<file path="src/rtl/serial_add_pkg.sv">
// Shared constants for the bit-serial adder controller: operand width,
// FSM state encoding and the bit positions used on the uio bus.
package serial_add_pkg;

  localparam int SA_WIDTH = 8;
  localparam int CNT_W    = 3;

  typedef enum logic [1:0] {
    ST_IDLE = 2'd0,
    ST_RUN  = 2'd1,
    ST_DONE = 2'd2
  } state_t;

  localparam int LD_A_BIT  = 0;
  localparam int LD_B_BIT  = 1;
  localparam int START_BIT = 2;
  localparam int ACK_BIT   = 3;
  localparam int BUSY_BIT  = 4;
  localparam int DONE_BIT  = 5;
  localparam int COUT_BIT  = 6;
  localparam int ERR_BIT   = 7;

endpackage

</file>
<file path="src/rtl/ha_cell.sv">
// One-bit half adder; two of these plus an OR make the serial full-adder slice.
module ha_cell (
  input  logic a,
  input  logic b,
  output logic s,
  output logic c
);

  assign s = a ^ b;
  assign c = a & b;

endmodule

</file>
<file path="src/rtl/tt_um_serial_add_ctrl.sv">
// Bit-serial 8-bit adder: operands loaded over ui_in, one bit summed per RUN
// cycle LSB first, result and carry held on the outputs until the next run.
module tt_um_serial_add_ctrl
  import serial_add_pkg::*;
#(
  parameter int WIDTH = SA_WIDTH
) (
  input  logic       clk,
  input  logic       rst_n,
  input  logic       ena,
  input  logic [7:0] ui_in,
  input  logic [7:0] uio_in,
  output logic [7:0] uo_out,
  output logic [7:0] uio_out,
  output logic [7:0] uio_oe
);

  state_t             state;
  state_t             state_nxt;
  logic [WIDTH-1:0]   op_a;
  logic [WIDTH-1:0]   op_b;
  logic [WIDTH-1:0]   psum;
  logic [WIDTH-1:0]   psum_nxt;
  logic [WIDTH-1:0]   result;
  logic [CNT_W-1:0]   cnt;
  logic               carry;
  logic               carry_out;
  logic               err;
  logic               busy;
  logic               done;
  logic               last_bit;
  logic               err_set;

  logic ld_a, ld_b, start, ack;
  assign ld_a  = uio_in[LD_A_BIT];
  assign ld_b  = uio_in[LD_B_BIT];
  assign start = uio_in[START_BIT];
  assign ack   = uio_in[ACK_BIT];

  logic unused_in;
  assign unused_in = &{1'b0, ena, uio_in[7:4]};

  logic s0, c0, bit_sum, c1, carry_nxt;

  ha_cell u_ha0 (.a(op_a[0]), .b(op_b[0]), .s(s0),      .c(c0));
  ha_cell u_ha1 (.a(s0),      .b(carry),   .s(bit_sum), .c(c1));

  assign carry_nxt = c0 | c1;
  assign psum_nxt  = {bit_sum, psum[WIDTH-1:1]};
  assign last_bit  = (cnt == {CNT_W{1'b1}});

  always_ff @(posedge clk or negedge rst_n) begin
    if (!rst_n) state <= ST_IDLE;
    else        state <= state_nxt;
  end

  always_comb begin
    state_nxt = state;
    busy      = 1'b0;
    done      = 1'b0;
    err_set   = 1'b0;
    case (state)
      ST_IDLE: begin
        if (start && !ld_a && !ld_b) state_nxt = ST_RUN;
      end
      ST_RUN: begin
        busy    = 1'b1;
        err_set = ld_a | ld_b | start;
        if (last_bit) state_nxt = ST_DONE;
      end
      ST_DONE: begin
        done = 1'b1;
        if (ack) state_nxt = ST_IDLE;
      end
      default: state_nxt = ST_IDLE;
    endcase
  end

  // Operands shift out LSB first; the sum bit enters psum at the MSB so that
  // after WIDTH cycles psum holds the full word in natural order.
  always_ff @(posedge clk or negedge rst_n) begin
    if (!rst_n) begin
      op_a      <= '0;
      op_b      <= '0;
      psum      <= '0;
      cnt       <= '0;
      carry     <= 1'b0;
      result    <= '0;
      carry_out <= 1'b0;
    end else begin
      case (state)
        ST_IDLE: begin
          if (ld_a) op_a <= ui_in[WIDTH-1:0];
          if (ld_b) op_b <= ui_in[WIDTH-1:0];
          if (state_nxt == ST_RUN) begin
            carry <= 1'b0;
            cnt   <= '0;
          end
        end
        ST_RUN: begin
          op_a  <= op_a >> 1;
          op_b  <= op_b >> 1;
          psum  <= psum_nxt;
          carry <= carry_nxt;
          cnt   <= cnt + 1'b1;
          if (last_bit) begin
            result    <= psum_nxt;
            carry_out <= carry_nxt;
          end
        end
        default: ;
      endcase
    end
  end

  // A set and a clear in the same cycle resolve to set.
  always_ff @(posedge clk or negedge rst_n) begin
    if (!rst_n)       err <= 1'b0;
    else if (err_set) err <= 1'b1;
    else if (ack)     err <= 1'b0;
  end

  assign uo_out  = result;
  assign uio_out = {err, carry_out, done, busy, 4'b0000};
  assign uio_oe  = 8'hF0;

endmodule

</file>
<file path="config.mk">
export PLATFORM = sky130hd
export DESIGN_NAME = tt_um_serial_add_ctrl
export DESIGN_NICKNAME = d
export VERILOG_FILES = /design/src/rtl/serial_add_pkg.sv /design/src/rtl/ha_cell.sv /design/src/rtl/tt_um_serial_add_ctrl.sv
export SDC_FILE = /design/constraint.sdc
export NUM_CORES = 1
export LEC_CHECK = 0
export ABC_AREA = 1
export CORE_MARGIN = 3
export CORE_UTILIZATION = 52
export DETAILED_ROUTE_END_ITERATION = 6
export GPL_TIMING_DRIVEN = 0
export PLACE_DENSITY = 0.82
export SLEW_MARGIN = 0
export SYNTH_ARGS = -nofsm -noshare
export SYNTH_HDL_FRONTEND = slang
export SYNTH_SLANG_ARGS = --single-unit
</file>
<file path="constraint.sdc">
create_clock -name clk -period 3.8 [get_ports clk]
set_input_delay 0.38 -clock clk [delete_from_list [all_inputs] [get_ports clk]]
set_output_delay 0.38 -clock clk [all_outputs]
set_load 0.1 [all_outputs]
</file>
After elaboration in Yosys (flattened, before gate mapping)
Cells that the tools add are included.

Bitwise gates (word level): 7. Reduce and logical (&&, ||, !) cells: 11. Add/sub/neg operators: 1. Eq/ne operators: 7. Multiplexer cells: 17.

Operators with widths (count): 8-bit one-hot mux with 2 select lines (2); 8-bit two-way mux (2); 2-bit AND reduction (4); 1-bit two-way mux (6); 2-bit two-way mux (3); 2-bit inequality test, second input constant (3); 2-bit one-hot mux with 3 select lines (1); 3-bit one-hot mux with 2 select lines (1); 2-bit by 1-bit == test with 1-bit output, second input constant (2); 2-bit nonzero test (2); 3-bit by 1-bit adder with 3-bit output, second input constant (1); 3-bit == test, second input constant (1); 3-bit two-way mux (1); 1-bit bitwise OR (3); 1-bit AND (2); 2-bit == test, second input constant (1); 1-bit logical AND (2); 1-bit logical NOT (2); 2-bit logical NOT (1); 1-bit one-hot mux with 2 select lines (1); 1-bit bitwise XOR (2).

Register bits: 40. Input port bits: 19. Output and inout bits: 24. Logic and storage cells: 52.

Logic depth before layout (Yosys ltp)
Gate-level depths: netlist (run 1).

Depth after elaboration: 8. Mapped depth: 8. Mapped depth without buffers: 6.

By module
A second synthesis (run 1) with hierarchy kept.

Cell total of the unflattened synthesis: 222. Area, all modules: 1870.5 um2.

Modules (own cells, without submodules): tt_um_serial_add_ctrl (cells each 220, area an instance 1845.5 um2, sequential area each 975.9 um2, times used 1); ha_cell (cells each 1, area an instance 12.5 um2, sequential area each 0.0 um2, times used 2).

Worst setup path after synthesis (run 1)
No wires, ideal clock.

Kind: reg2out. Start: register state[0]. End: output uio_out[4]. Path buffers: 3. Required time: 3420 ps. Arrival time: 1106 ps. Path slack: 2314 ps. Cell stages (with the launch flop): 6. Cell sequence: dfrtp_1 -> inv_2 -> nor2_4 -> buf_6 -> buf_12 -> buf_4.

Word-level cells in the longest chain between the ends: 2.

Ends and longest elaborated chain: from (decl) (line tt_um_serial_add_ctrl.sv:18) `state_t state;`; from (signal assigned) (line tt_um_serial_add_ctrl.sv:54) `else state <= state_nxt;`; 2-bit by 1-bit == test with 1-bit output (line tt_um_serial_add_ctrl.sv:62) `case (state)`; 1-bit two-way mux (line tt_um_serial_add_ctrl.sv:62); to (decl) (line tt_um_serial_add_ctrl.sv:14) `output logic [7:0] uio_out,`.

No other way between the ends.

Worst setup path in the final report (run 1)
Same ends and word-level chain as after synthesis.

==> results.cfg, run 1 <==
[status]
run_status = finished clean

[grt]
grt_max_degree = 40
grt_util_all_layers = 0.182
grt-ovfl-total = 0
grt_pass1_wl_um = 6060
first_global_vias = 1364
antenna_found_initial = 0

[power]
switching_power_w = 0.00108
combinationalPowerShare = 0.552
vdd_drop_max_uv = 682
clock_power_share = 0.123
netSwitchingFraction = 0.497
static-leakage-power_nw = 1.21
pwr-share-seq = 0.325
cellInternalPower_w = 0.00110
power_density_mw_per_mm2 = 953
totalPowerFinal_w = 0.00218

[clock_network]
clk_path_buf_depth = 2
clkLatencyLatePin_ns = 0.35
cts.clk_slew.worst_paths_ns = 0.11
ctsResizeCount = 0
cts_max_level = 2
clock_sink_count = 39
cts_tree = yes
cts-buffers-inserted = 5
ctsRootBufferMaster = clkbuf_4
cts_hold_repair.buffers = 0
cts_post_setup_buffers_inserted = 0

[logic_synthesis]
yosysTopAreaCellShare = 0.520
count_of_flip_flops_with_a_built_in_enable_after_synthesis = 0
ys_top_cells_by_count = 101 x nand2_1, 39 x dfrtp_1, 18 x buf_4, 16 x inv_1, 13 x o21ai_0
synth_sequential_area_ratio = 0.520
leading_cell_types_by_total_area_after_synthesis = dfrtp_1 52%, nand2_1 20%, buf_4 7.2%
yosys_warnings = 0
synth-async-reset-ratio = 1.00
netlist_area_sq_mm = 0.00188
mean_post_synth_cell_area_sq_um = 8.37
yosys_register_bits = 39
synth_most_common_cell = nand2_1
synth_top_cell_by_area = dfrtp_1
post_synth_inst_count = 224
synthFlopType = dfrtp_1
ys_types = 19

[route]
total_via_count_after_detailed_routing = 1433
dr.pass1.iters = 4
avgRoutedWirePerCell_um = 11.2
post_drt_via_cell_ratio = 4.59
detailedRoute.firstIterationViolations = 97
remaining_drc_errors = 0
totalWireLength_um = 3500
final_antenna_net_count = 0

[sta]
fmax_ghz = 0.345
finalHoldViolCount = 0
fin_worst_hold_slack_ns = 0.121
final-max-slew-violation-count = 0
post_route_setup_tns_ns = 0
rsz0062_at_grt = false
final-setup-viol-count = 0
tightest_slew_ns = 0.965
layout_setup_ws_ns = 0.904
fin_crit_sh = 0.762
finalClockSkew_ns = 0.00284
relSlewSlack = 0.354
timing.final.crit_period_ns = 2.90

[placement]
gpl.final_weighted_congestion = 0.800
placement.setup.worst_slack_ns = 1.28
numPortBuffers = 25
dp_hpwl_um = 2470

[final_layout]
finish.net_count = 288
antenna_cells_inserted = 0
fraction_of_layout_cells_with_a_size_suffix_above_1 = 0.158
number_of_fillers_in_the_final_layout = 278
areaGrowthSynthToFinish_pct = 22.1

[setup_path]
worstPathArrival_ns = 2.52
largest_fanout_on_the_critical_path = 10
startpoint_class = register
timing.setup.critical_path_class = reg2out
cp.required_ns = 3.42
critical_path.endpoint_type = output pin

[floorplanning]
design.portCount = 43
initial_core_util = 0.549
fp.coreArea_sq_mm = 0.00342
die-area_sq_mm = 0.00436
fp.dieH_um = 66.1
floorplan.die.width_um = 66.1
std_cell_rows = 21

[flow_run]
max_cap_violations = 0

[worst_hold_path]
hold_path.class = in2async
[worst max-delay path: stages, from the launching register on]
cell and delay [ns]:
dfrtp_1 0.46, inv_2 0.08, nor2_4 0.11, buf_6 0.16, buf_12 0.14, buf_4 0.10
clkdlybuf4s50_1 1.11
[cell type report]
cell class                      instances  area, sq um  share of cell area
Tap cell                               46         57.6              0.0251
Sequential cell                        39          976               0.426
Clock buffer                            5         37.5              0.0164
Clock inverter                          2         37.5              0.0164
Inverter                               17         63.8              0.0279
Buffer                                 22          183              0.0797
Timing Repair Buffer                   25          245               0.107
Multi-Input combinational cell        156          691               0.301
[flip-flops by register name (all words and copies together), names as in the netlist]
signal / count
err: 1
carry: 1
op_a: 8
uo_out: 8
state: 2
cnt: 3
op_b: 8
carry_out: 1
psum: 7
[layout by cell type, fill, tap and decap left out, types with 6 or more instances in the layout]
cell / instances
nand2_1: 101
dfrtp_1: 39
clkdlybuf4s50_1: 24
buf_4: 18
inv_1: 16
o21ai_0: 13
conb_1: 12
o21ai_1: 8
nand2_2: 6
nand3_1: 6
[routing by layer]
layer | wire [um] | global-route usage
met5 | 0 | 0
met4 | 46 | 0.0457
met1 | 1570 | 0.246
met2 | 1670 | 0.292
met3 | 211 | 0.0476
[metrics by stage]
| stage | instance area [sq um] | cells | util |
|---|---|---|---|
| detailed placement | 2220 | 305 | 0.649 |
| CTS | 2290 | 312 | 0.671 |
| global placement | 2220 | 305 | 0.650 |
| floorplan | 1910 | 234 | - |
| global route | 2290 | 312 | 0.671 |
| finish | 2290 | 312 | 0.671 |
[power by group through the flow]
| stage | Combinational, W | Clock, W | Sequential, W |
|---|---|---|---|
| floorplan | 0.000711 | 0 | 0.000940 |
| detailed placement | 0.00121 | 0 | 0.000716 |
| finish | 0.00121 | 0.000268 | 0.000709 |
| CTS | 0.00122 | 0.000275 | 0.000708 |
| global route | 0.00132 | 0.000294 | 0.000728 |
| global placement | 0.00118 | 0 | 0.000708 |
[kinds of logic after synthesis]
| family | Yosys count | share of synthesized area |
|---|---|---|
| buf+inv | 39 | 0.131 |
| other cells | 2 | 0.00400 |
| compound gates | 23 | 0.0654 |
| fa+ha+maj | 3 | 0.0240 |
| simple gates | 118 | 0.255 |
| flops | 39 | 0.520 |
[worst paths after layout]
check | from | endpoint | slack (ns) | cells after the start
worst min-delay path | rst_n | op_a[4]$_DFFE_PN0P_ | 0.12 | 1
max in group asynchronous | rst_n | op_a[0]$_DFFE_PN0P_ | 3.15 | 1
worst max-delay path | state[0]$_DFF_PN0_ | uio_out[4] | 0.90 | 6
min in group clk | uo_out[0]$_DFFE_PN0P_ | uo_out[0]$_DFFE_PN0P_ | 0.49 | 2
worst min register to register | uo_out[0]$_DFFE_PN0P_ | uo_out[0]$_DFFE_PN0P_ | 0.49 | 2
worst max register to register | cnt[0]$_DFFE_PN0P_ | state[1]$_DFF_PN0_ | 2.26 | 5
No activity file was read; power rests on OpenSTA's default activity.
==> inputs of run 2 (changes only) <==
- CORE_UTILIZATION: 52 -> 45
- PLACE_DENSITY: 0.82 -> 0.76
- clock period: 3.8 -> 2.45 ns (I/O delays scaled with it)
==> run 2 against run 1 <==
Global-route usage decreased by 2.7 points. Sequential power grew 55%. Critical path type unchanged. Via count decreased by 0.91%. Critical endpoint is now uio_out[6].
==> results.cfg, run 2 (synthesis gave the netlist of run 1 again) <==
[route]
detailedRoute.firstIterationViolations = 127
totalWireLength_um = 3580
avgRoutedWirePerCell_um = 11.4
final_antenna_net_count = 0
dr.pass1.iters = 4
remaining_drc_errors = 0
total_via_count_after_detailed_routing = 1420
post_drt_via_cell_ratio = 4.51

[grt]
grt_util_all_layers = 0.155
antenna_found_initial = 0
grt-ovfl-total = 0
first_global_vias = 1345
grt_max_degree = 40
grt_pass1_wl_um = 6160

[sta]
tightest_slew_ns = 0.965
post_route_setup_tns_ns = 0
final-setup-viol-count = 0
fmax_ghz = 0.478
fin_crit_sh = 0.853
timing.final.crit_period_ns = 2.09
rsz0062_at_grt = false
finalClockSkew_ns = 0.00483
finalHoldViolCount = 0
layout_setup_ws_ns = 0.360
final-max-slew-violation-count = 0
relSlewSlack = 0.355

[final_layout]
finish.instance_area_sq_mm = 0.00230
finish.net_count = 288
antenna_cells_inserted = 0
most_frequent_cells_in_the_layout = 101 x nand2_1, 39 x dfrtp_1, 22 x clkdlybuf4s50_1
fraction_of_layout_cells_with_a_size_suffix_above_1 = 0.157
areaGrowthSynthToFinish_pct = 22.5
post-route-util = 0.600
layout.cells.most_common = nand2_1

[floorplanning]
initial_core_util = 0.490
design.portCount = 43
fp.coreArea_sq_mm = 0.00383
std_cell_rows = 22
fp.dieH_um = 70.6
floorplan.die.width_um = 70.6
die-area_sq_mm = 0.00498

[setup_path]
reg2reg_from = cnt[0]$_DFFE_PN0P_
cp.required_ns = 2.20
largest_fanout_on_the_critical_path = 2
r2r_end = state[1]$_DFF_PN0_
ff2ff_setup_slack_ns = 0.86
timing.setup.critical_path_class = reg2out
r2r.worst_path.cells = 5
startpoint_class = register
critical_path.endpoint_type = output pin
worstPathArrival_ns = 1.85
critical_path.startpoint = carry_out$_DFFE_PN0P_

[clock_network]
cts_post_setup_buffers_inserted = 0
cts.clk_slew.worst_paths_ns = 0.07
clkLatencyLatePin_ns = 0.28
cts-buffers-inserted = 5
clock_sink_count = 39
clk_path_buf_depth = 2
cts_max_level = 2
cts_hold_repair.buffers = 0
cts_tree = yes
ctsRootBufferMaster = clkbuf_8
ctsResizeCount = 1

[status]
run_status = finished clean

[placement]
numPortBuffers = 25
detailed_place.area_sq_mm = 0.00222
placement.setup.worst_slack_ns = 0.0852
dp_hpwl_um = 2510
gpl.final_weighted_congestion = 0.783

[power]
totalPowerFinal_w = 0.00337
vdd_drop_max_uv = 877
power_density_mw_per_mm2 = 1470
static-leakage-power_nw = 1.24

[flow_run]
max_cap_violations = 0

[worst_hold_path]
hold_path.class = in2async
[run 2: cell types whose count changed in the layout (fill, tap and decap cells not counted), sizes merged]
cell,previous run,this run
dlymetal6s2s,0,1
clkinv,0,1
clkinvlp,1,0
bufinv,1,0
clkbuf,5,8
clkdlybuf4s50,24,22
[run 2: area by class of cell]
type	count	area, sq um
Sequential cell	39	976
Fill cell	340	1530
Timing Repair Buffer	25	243
Clock inverter	1	5.00
Clock buffer	7	76.3
Tap cell	48	60.1
Multi-Input combinational cell	156	691
Buffer	22	183
Inverter	17	63.8
[run 2: layer usage]
metal,global-route usage,share of wire,vias to the layer above
met5,0,0,-
met4,0.0459,0.0075,0
met2,0.235,0.46,36
li1,-,-,739
met3,0.0412,0.053,2
met1,0.219,0.48,643
[run 2: power by group]
part	internal [W]	switching, W
sequential	0.000935	0.000166
combinational	0.000555	0.00130
clock	0.000200	0.000209
[run 2: worst max-delay path by stage]
| stage | end | slack, ns | cells past startpoint |
|---|---|---|---|
| after floorplan | uio_out[4] | 1.10 | 5 |
| after CTS | uio_out[5] | 0.04 | 5 |
| after detailed placement | uio_out[4] | 0.09 | 6 |
| after global placement | uio_out[4] | 0.09 | 6 |
| final | uio_out[6] | 0.36 | 2 |
| after global routing | uio_out[6] | 0.30 | 2 |
[run 2: per-stage QoR]
| step | hold WS [ns] | std cells |
|---|---|---|
| 3_5_place_dp | 0.401 | 307 |
| 6_report | 0.0661 | 315 |
| 2_1_floorplan | -0.0506 | 234 |
| 3_3_place_gp | 0.457 | 307 |
| 4_1_cts | 0.100 | 315 |
| 5_1_grt | 0.130 | 315 |
[run 2: critical path, stage by stage, from the launching register on]
cell	delay [ns]
dfrtp_1	0.35
buf_4	0.10
clkdlybuf4s50_1	1.12
==> inputs of run 3 (changes only) <==
- CAP_MARGIN: default -> 20
- SYNTH_HIERARCHICAL: default -> 1
==> run 3 against run 2 <==
Synthesized area decreased by 0.27%. First-iteration DRC count decreased by 14%. Final cell count decreased by 0.63%. Register-to-register slack improved by 0.10 ns. Fmax decreased by 1.0%. Power increased by 5.9%. Combinational power about the same. Critical path depth unchanged. Largest power group unchanged. Synthesized cell count decreased by 0.89%. Sequential power about the same. Non-clock buffer count unchanged.
==> results.cfg, run 3 <==
[power]
cellInternalPower_w = 0.00189
vdd_drop_max_uv = 903
netSwitchingFraction = 0.469
static-leakage-power_nw = 1.27
clock_power_share = 0.176
pwr-share-seq = 0.309
totalPowerFinal_w = 0.00357
switching_power_w = 0.00167
combinationalPowerShare = 0.515
power_density_mw_per_mm2 = 1520

[grt]
grt_pass1_wl_um = 6200
first_global_vias = 1372
grt_max_degree = 40
antenna_found_initial = 0
grt_util_all_layers = 0.160
grt-ovfl-total = 0

[sta]
post_route_setup_tns_ns = 0
fin_crit_sh = 0.862
timing.final.crit_period_ns = 2.11
finalHoldViolCount = 0
relSlewSlack = 0.348
finalClockSkew_ns = 0.00716
layout_setup_ws_ns = 0.338
tightest_slew_ns = 0.975
final-max-slew-violation-count = 0
final-setup-viol-count = 0
fmax_ghz = 0.474
fin_worst_hold_slack_ns = 0.0405
rsz0062_at_grt = false

[worst_hold_path]
hold_path.class = in2async

[final_layout]
fraction_of_layout_cells_with_a_size_suffix_above_1 = 0.155
post-route-util = 0.613
finish.net_count = 287
register_area_sq_um = 976
areaGrowthSynthToFinish_pct = 25.4
antenna_cells_inserted = 0
most_frequent_cells_in_the_layout = 100 x nand2_1, 39 x dfrtp_1, 22 x clkdlybuf4s50_1
multiInputGateArea_sq_um = 697
number_of_fillers_in_the_final_layout = 360
layout.cells.most_common = nand2_1

[setup_path]
worstSetupPathDepth = 2
ff2ff_setup_slack_ns = 0.96
crit_path_end = uio_out[6]
crit_path_cell_trace = buf_4, clkdlybuf4s50_1
r2r.worst_path.cells = 5
cp.required_ns = 2.20
critical_path.endpoint_type = output pin
worst_path_dominant_cell_family = buffers and inverters
timing.setup.critical_path_class = reg2out
worst_path_largest_cell_delay_ns = 1.12
worst-path-buf-inv = 2
worstPathArrival_ns = 1.87
largest_fanout_on_the_critical_path = 2
crit_path_top_delay_cell = clkdlybuf4s50_1
r2r_end = state[1]$_DFF_PN0_
critical_path.startpoint = carry_out$_DFFE_PN0P_
reg2reg_from = cnt[0]$_DFFE_PN0P_
startpoint_class = register

[clock_network]
cts_tree = yes
clock_sink_count = 39
cts_max_level = 2
ctsRootBufferMaster = clkbuf_8
clk_path_buf_depth = 2
cts.clk_slew.worst_paths_ns = 0.07
clkLatencyLatePin_ns = 0.29
cts_post_setup_buffers_inserted = 0
cts-buffers-inserted = 5

[route]
detailedRoute.firstIterationViolations = 109
avgRoutedWirePerCell_um = 11.1
dr.pass1.iters = 4
final_antenna_net_count = 0
totalWireLength_um = 3480
remaining_drc_errors = 0
post_drt_via_cell_ratio = 4.55
total_via_count_after_detailed_routing = 1424

[placement]
gpl.final_weighted_congestion = 0.815
placement.setup.worst_slack_ns = 0.0678
dp_hpwl_um = 2450
numPortBuffers = 25

[status]
run_status = finished clean

[logic_synthesis]
synth-async-reset-ratio = 1.00
post_synth_inst_count = 222
yosys_warnings = 6
leading_cell_types_by_total_area_after_synthesis = dfrtp_1 52%, nand2_1 20%, buf_4 7.2%
synthFlopType = dfrtp_1
synth_most_common_cell = nand2_1
synth_sequential_area_ratio = 0.522
synth_top_cell_by_area = dfrtp_1
ys_types = 19
count_of_flip_flops_with_a_built_in_enable_after_synthesis = 0
mean_post_synth_cell_area_sq_um = 8.43
ys_top_cells_by_count = 100 x nand2_1, 39 x dfrtp_1, 18 x buf_4, 13 x inv_1, 13 x o21ai_0
yosysTopAreaCellShare = 0.522
yosys_register_bits = 39
netlist_area_sq_mm = 0.00187

[floorplanning]
std_cell_rows = 22
fp.coreArea_sq_mm = 0.00383
design.portCount = 43
die-area_sq_mm = 0.00497
floorplan.die.width_um = 70.5
initial_core_util = 0.489
fp.dieH_um = 70.5

[flow_run]
max_cap_violations = 0
[run 3: cells by family after synthesis]
logic type | count (synthesis) | share of synthesized area
compound gates | 24 | 0.0696
fa+ha+maj | 4 | 0.0268
buf+inv | 36 | 0.126
flops | 39 | 0.522
other cells | 2 | 0.00401
simple gates | 117 | 0.252
[run 3: area by class of cell]
class                           count  area share
Sequential cell                    39       0.416
Tap cell                           48      0.0256
Clock inverter                      2      0.0256
Timing Repair Buffer               25       0.105
Buffer                             22      0.0779
Inverter                           14      0.0224
Multi-Input combinational cell    157       0.297
Clock buffer                        6      0.0309
[run 3: repair_timing]
item / in CTS / in global routing
setup endpoints to repair: 1 / 2
hold buffers: 0 / 0
gates resized for setup: 1 / 3
[run 3: metrics by stage]
stage	instances	instance area [sq um]
floorplan	232	1910
global placement	305	2220
detailed placement	305	2210
CTS	313	2340
global route	313	2350
finish	313	2350
[run 3: routing by layer]
| layer | part of all wire | vias up | GRT usage |
|---|---|---|---|
| li1 | - | 737 | - |
| met1 | 0.47 | 636 | 0.218 |
| met2 | 0.44 | 44 | 0.233 |
| met3 | 0.065 | 7 | 0.0504 |
| met4 | 0.020 | 0 | 0.0681 |
| met5 | 0 | - | 0 |
[run 3: worst min-delay path by stage]
stage	depth (start not counted)	endpoint	start	slack, ns
after floorplan	0	carry$_DFFE_PN0P_	rst_n	-0.05
after global placement	2	uo_out[0]$_DFFE_PN0P_	uo_out[0]$_DFFE_PN0P_	0.46
after detailed placement	1	uo_out[7]$_DFFE_PN0P_	rst_n	0.40
after CTS	1	uo_out[7]$_DFFE_PN0P_	rst_n	0.07
after global routing	1	uo_out[7]$_DFFE_PN0P_	rst_n	0.12
final	1	uo_out[7]$_DFFE_PN0P_	rst_n	0.04
[run 3: power by group through the flow]
stage,combinational (W),clock [W],sequential (W)
global route,0.00202,0.000667,0.00114
CTS,0.00185,0.000640,0.00110
finish,0.00184,0.000626,0.00110
global placement,0.00181,0,0.00110
detailed placement,0.00184,0,0.00111
floorplan,0.00109,0,0.00146
